<file path="config.mk">
export PLATFORM = sky130hd
export DESIGN_NAME = router_input_port
export DESIGN_NICKNAME = d
export VERILOG_FILES = /design/src/rtl/router_input_port.sv
export SDC_FILE = /design/constraint.sdc
export NUM_CORES = 1
export LEC_CHECK = 0
export ABC_AREA = 1
export CAP_MARGIN = 5
export CORE_AREA = 2 2 77 79
export DETAILED_ROUTE_END_ITERATION = 6
export DIE_AREA = 0 0 79 81
export PLACE_DENSITY = 0.62
export SLEW_MARGIN = 20
export SYNTH_ARGS = -nofsm -noshare
export SYNTH_HDL_FRONTEND = slang
export SYNTH_SLANG_ARGS = --single-unit
</file>
<file path="constraint.sdc">
create_clock -name clk -period 5.35 [get_ports clk]
set_clock_uncertainty 0.2 [all_clocks]
set_input_delay 0.8025 -clock clk [delete_from_list [all_inputs] [get_ports clk]]
set_output_delay 0.8025 -clock clk [all_outputs]
set_load 0.005 [all_outputs]
</file>
<file path="src/rtl/router_input_port.sv">
// Router input port: flit FIFO feeding an IDLE/REQ/XFER request FSM toward the arbiter.
// Ports: clk, rst_n (async low); link_valid/link_data/link_tail/link_ready upstream;
//        port_req/port_block to arbiter; out_valid/out_data/out_tail to crossbar; fwd_count stats.
// Latency: a pushed flit raises port_req one cycle later. Backpressure: link_ready drops when full,
//          port_block stalls the head with no change to state, pointers or head.
// Optional macro ROUTER_INPUT_PORT_STATS_EN adds a saturating forwarded-packet counter.
module router_input_port #(
  parameter int DATA_W = 8,
  parameter int DEPTH  = 4
) (
  input  logic              clk,
  input  logic              rst_n,
  input  logic              link_valid,
  input  logic [DATA_W-1:0] link_data,
  input  logic              link_tail,
  output logic              link_ready,
  output logic              port_req,
  input  logic              port_block,
  output logic              out_valid,
  output logic [DATA_W-1:0] out_data,
  output logic              out_tail,
  output logic [15:0]       fwd_count
);

  localparam int AW = (DEPTH > 2) ? $clog2(DEPTH) : 1;
  localparam int CW = AW + 1;

  typedef enum logic [1:0] {IDLE, REQ, XFER} state_t;

  logic [DATA_W:0] mem [DEPTH];
  logic [AW-1:0]   wr_ptr;
  logic [AW-1:0]   rd_ptr;
  logic [CW-1:0]   count;
  logic [CW-1:0]   count_next;
  logic            push;
  logic            pop;
  logic [DATA_W:0] head;
  state_t          state;
  state_t          state_next;

  // Full is judged on current occupancy only, so a same-cycle pop never frees a slot.
  assign link_ready = (count != CW'(DEPTH));
  assign push       = link_valid && link_ready;
  assign out_valid  = port_req && !port_block;
  assign pop        = out_valid;

  assign head     = mem[rd_ptr];
  assign out_data = head[DATA_W-1:0];
  assign out_tail = head[DATA_W];

  always_comb begin
    count_next = count;
    case ({push, pop})
      2'b10:   count_next = count + CW'(1);
      2'b01:   count_next = count - CW'(1);
      default: count_next = count;
    endcase
  end

  // Storage needs no reset: occupancy alone decides what is valid.
  always_ff @(posedge clk) begin
    if (push) begin
      mem[wr_ptr] <= {link_tail, link_data};
    end
  end

  // DEPTH is a power of two, so the natural pointer overflow is the modulo wrap.
  always_ff @(posedge clk or negedge rst_n) begin
    if (!rst_n) begin
      wr_ptr <= '0;
      rd_ptr <= '0;
      count  <= '0;
    end else begin
      if (push) wr_ptr <= wr_ptr + AW'(1);
      if (pop)  rd_ptr <= rd_ptr + AW'(1);
      count <= count_next;
    end
  end

  always_ff @(posedge clk or negedge rst_n) begin
    if (!rst_n) begin
      state <= IDLE;
    end else begin
      state <= state_next;
    end
  end

  // Kept apart from next-state logic: port_req feeds pop, which feeds count_next.
  always_comb begin
    port_req = 1'b0;
    case (state)
      REQ:     port_req = 1'b1;
      XFER:    port_req = (count != '0);  // empty mid-packet -> bubble, stay locked
      default: port_req = 1'b0;
    endcase
  end

  always_comb begin
    state_next = state;
    case (state)
      IDLE: begin
        if (count_next != '0) state_next = REQ;
      end
      REQ: begin
        if (pop) begin
          if (!out_tail)               state_next = XFER;
          else if (count_next != '0)   state_next = REQ;
          else                         state_next = IDLE;
        end
      end
      XFER: begin
        if (pop && out_tail) begin
          state_next = (count_next != '0) ? REQ : IDLE;
        end
      end
      default: state_next = IDLE;
    endcase
  end

`ifdef ROUTER_INPUT_PORT_STATS_EN
  logic [15:0] fwd_cnt_q;

  always_ff @(posedge clk or negedge rst_n) begin
    if (!rst_n) begin
      fwd_cnt_q <= '0;
    end else if (pop && out_tail && (fwd_cnt_q != 16'hFFFF)) begin
      fwd_cnt_q <= fwd_cnt_q + 16'd1;
    end
  end

  assign fwd_count = fwd_cnt_q;
`else
  assign fwd_count = '0;
`endif

endmodule

</file>
==> results.sh <==
export IMPL_top_layer_used="met4"
export IMPL_power_mw=1.35
export IMPL_synth_area_leader_cell="edfxtp_1"
export IMPL_synth_edf_count=36
export IMPL_core_area_um2=5680
export IMPL_synth_compound_area_frac=0.0721
export IMPL_fin_ws_ns=2.17
export IMPL_postLayoutCoreUtil=0.441
export IMPL_die_w_um=79
export IMPL_p_per_area_nw_per_um2=538
export IMPL_numCtsBuffers=5
export IMPL_synthAdderAreaFrac=0.0616
export IMPL_cp_end_kind="primary output"
export IMPL_wl_met2_mm=1.84
export IMPL_syn_avg_cell_area_um2=10.8
export IMPL_post_cts_resize_count=0
export IMPL_rsz0062_at_grt="false"
export IMPL_grtUsageTotal=0.127
export IMPL_cts_sinks=45
export IMPL_synth_commonest_cells="edfxtp_1, nand2_1, nor2_1"
export IMPL_grt_overflow=0
export IMPL_dieHeight_um=81
export IMPL_yosysMostFrequentCell="edfxtp_1"
export IMPL_synth_sequential_area_ratio=0.607
export IMPL_drtAntennaViolNets=0
export IMPL_fin_crit_sh=0.594
export IMPL_cts_hold_buf=0
export IMPL_clockBufferDepth=2
export IMPL_hpwl_mm=2.52
export IMPL_routed_wl_mm=3.68
export IMPL_setup_viol=0
export IMPL_multi_input_area_um2=649
export IMPL_clkLatencyLatePin_ns=0.30
export IMPL_dr_pass1_iters=4
export IMPL_finalMaxSlewViolations=0
export IMPL_routedWlPerCell_um=12.3
export IMPL_cp_arrival_ns=2.17
export IMPL_met1_length_mm=1.62
export IMPL_area_growth_pct=16.3
export IMPL_tns_ns=0
export IMPL_first_global_vias=1296
export IMPL_fp_dieArea_um2=6400
export IMPL_place_ws_ns=2.00
export IMPL_regArea_um2=1310
export IMPL_drtIter0Drc=86
export IMPL_yosysUniqueCellTypes=24
export IMPL_p_leak_nw=1.04
export IMPL_synth_warnings=0
export IMPL_min_period_ns=3.18
export IMPL_dr_total_vias=1350
export IMPL_slew_headroom=0.376
export IMPL_critPathMaxFanout=20
export IMPL_yosys_area_share_simple=0.128
export IMPL_max_freq_mhz=315
export IMPL_via_per_inst=4.50
export IMPL_drive_gt1_frac=0.0578
export IMPL_crit_path_start_kind="flop"
export IMPL_crit_required_ns=4.35
export IMPL_fin_nets=247
export IMPL_synth_top_area_frac=0.502
export IMPL_ys_async_sr_fraction=0.200
export IMPL_synth_top_family_by_area="simple AND/OR/NAND/NOR gates"
export IMPL_cts_tree="built"
export IMPL_grt_max_degree=21
export IMPL_post_cts_setup_buffer_count=0
export IMPL_whs_ns=0.352
export IMPL_synth_cells=199
export IMPL_n_fill_cell=514
export IMPL_cap_violations=0
export IMPL_htree_levels=2
export IMPL_drc=0
export IMPL_port_buffers=24
export IMPL_muxShareOfSynthArea=0
export IMPL_start_util=0.379
export IMPL_grt_pass1_wl_mm=6.02
export IMPL_wl_met3_um=141
export IMPL_synth_top_flop_cell="edfxtp_1"
export IMPL_vdd_ir_drop_max_uv=164
export IMPL_diodes=0
export IMPL_place_congestion=0.813
export IMPL_status="finished, final reports clean"
export IMPL_rows=28
export IMPL_cts_root_buf="clkbuf_8"
export IMPL_path_class="flop to primary output"
export IMPL_syn_area_um2=2150
export IMPL_worstMarginPinSlew_ns=0.933
export IMPL_hold_class="flop to flop"
export IMPL_hold_violations=0
export IMPL_reg2reg_slack_ns=2.50
export IMPL_synthTopCellsByArea="edfxtp_1, dfrtp_1, buf_4"
export IMPL_io_pins=41
export IMPL_synth_xor_area_frac=0.0122
export IMPL_clkTransAtPathRegs_ns=0.09
export IMPL_synth_seq_cells=45
export IMPL_antenna_found_initial=0
where the power goes:
group / total (mW) / internal [mW] / switching (mW)
Combinational: 0.544 / 0.242 / 0.302
Sequential: 0.542 / 0.473 / 0.0697
Clock: 0.260 / 0.142 / 0.118
Total: 1.35 / 0.857 / 0.490
layer usage:
metal,GRT usage,up-vias
li1,-,675
met1,0.149,636
met2,0.219,32
met3,0.0311,7
met4,0.0621,0
met5,0,-
path summary, 6_finish.rpt:
check,from,end,cells past startpoint
setup / recovery,rd_ptr[0],out_tail,6
hold / removal,state[0],state[0],2
setup reg to reg,state[1],state[1],17
hold reg to reg,state[0],state[0],2
max in group asynchronous,rst_n,count[2],1
min in group asynchronous,rst_n,count[1],1
registers in the layout, summed over array words and instances, names as in the netlist:
signal / cells
wr_ptr: 2
state: 2
count: 3
rd_ptr: 2
mem: 36
logic make-up (layout without fill, tap and decap cells):
logic type	Yosys count	after routing
AOI/OAI and AO/OA	29	29
other	1	16
DFF	45	45
adders and majority gates	10	10
and+or+nand+nor	65	65
xor gates and xnor gates	3	3
buffers and inverters	46	57
placed cells by master, fill, tap and decap left out, types with 2 or more instances in the layout:
master | synthesis | routed
edfxtp_1 | 36 | 36
nand2_1 | 27 | 27
nor2_1 | 26 | 26
inv_1 | 24 | 24
clkdlybuf4s50_1 | 0 | 24
o21ai_0 | 18 | 18
conb_1 | 1 | 16
ha_1 | 9 | 9
dfrtp_1 | 9 | 9
o22ai_1 | 8 | 8
nand3_1 | 5 | 5
clkbuf_8 | 0 | 5
xor2_1 | 3 | 3
a21oi_1 | 3 | 3
nand4_1 | 2 | 2
inv_6 | 0 | 2
cell type report:
type / count / share of cell area
inverter: 25 / 0.0385
timing repair buffer: 24 / 0.0960
clock inverter: 3 / 0.0190
tap: 75 / 0.0375
multi-input combinational: 123 / 0.260
clock buffer: 5 / 0.0275
sequential: 45 / 0.522
worst max-delay path, cell delays in order (launching register included):
cell,delay (ns)
dfrtp_1,0.79
inv_4,0.23
nand2_1,0.11
nand3_1,0.11
nand2_2,0.12
inv_1,0.06
clkdlybuf4s50_1,0.44
metrics by stage:
step / cell area, um2 / std cells
after floorplan: 2210 / 214
after global placement: 2390 / 292
after detailed placement: 2390 / 292
after CTS: 2500 / 300
after global routing: 2500 / 300
final: 2500 / 300
No activity file was read; power rests on OpenSTA's default activity.
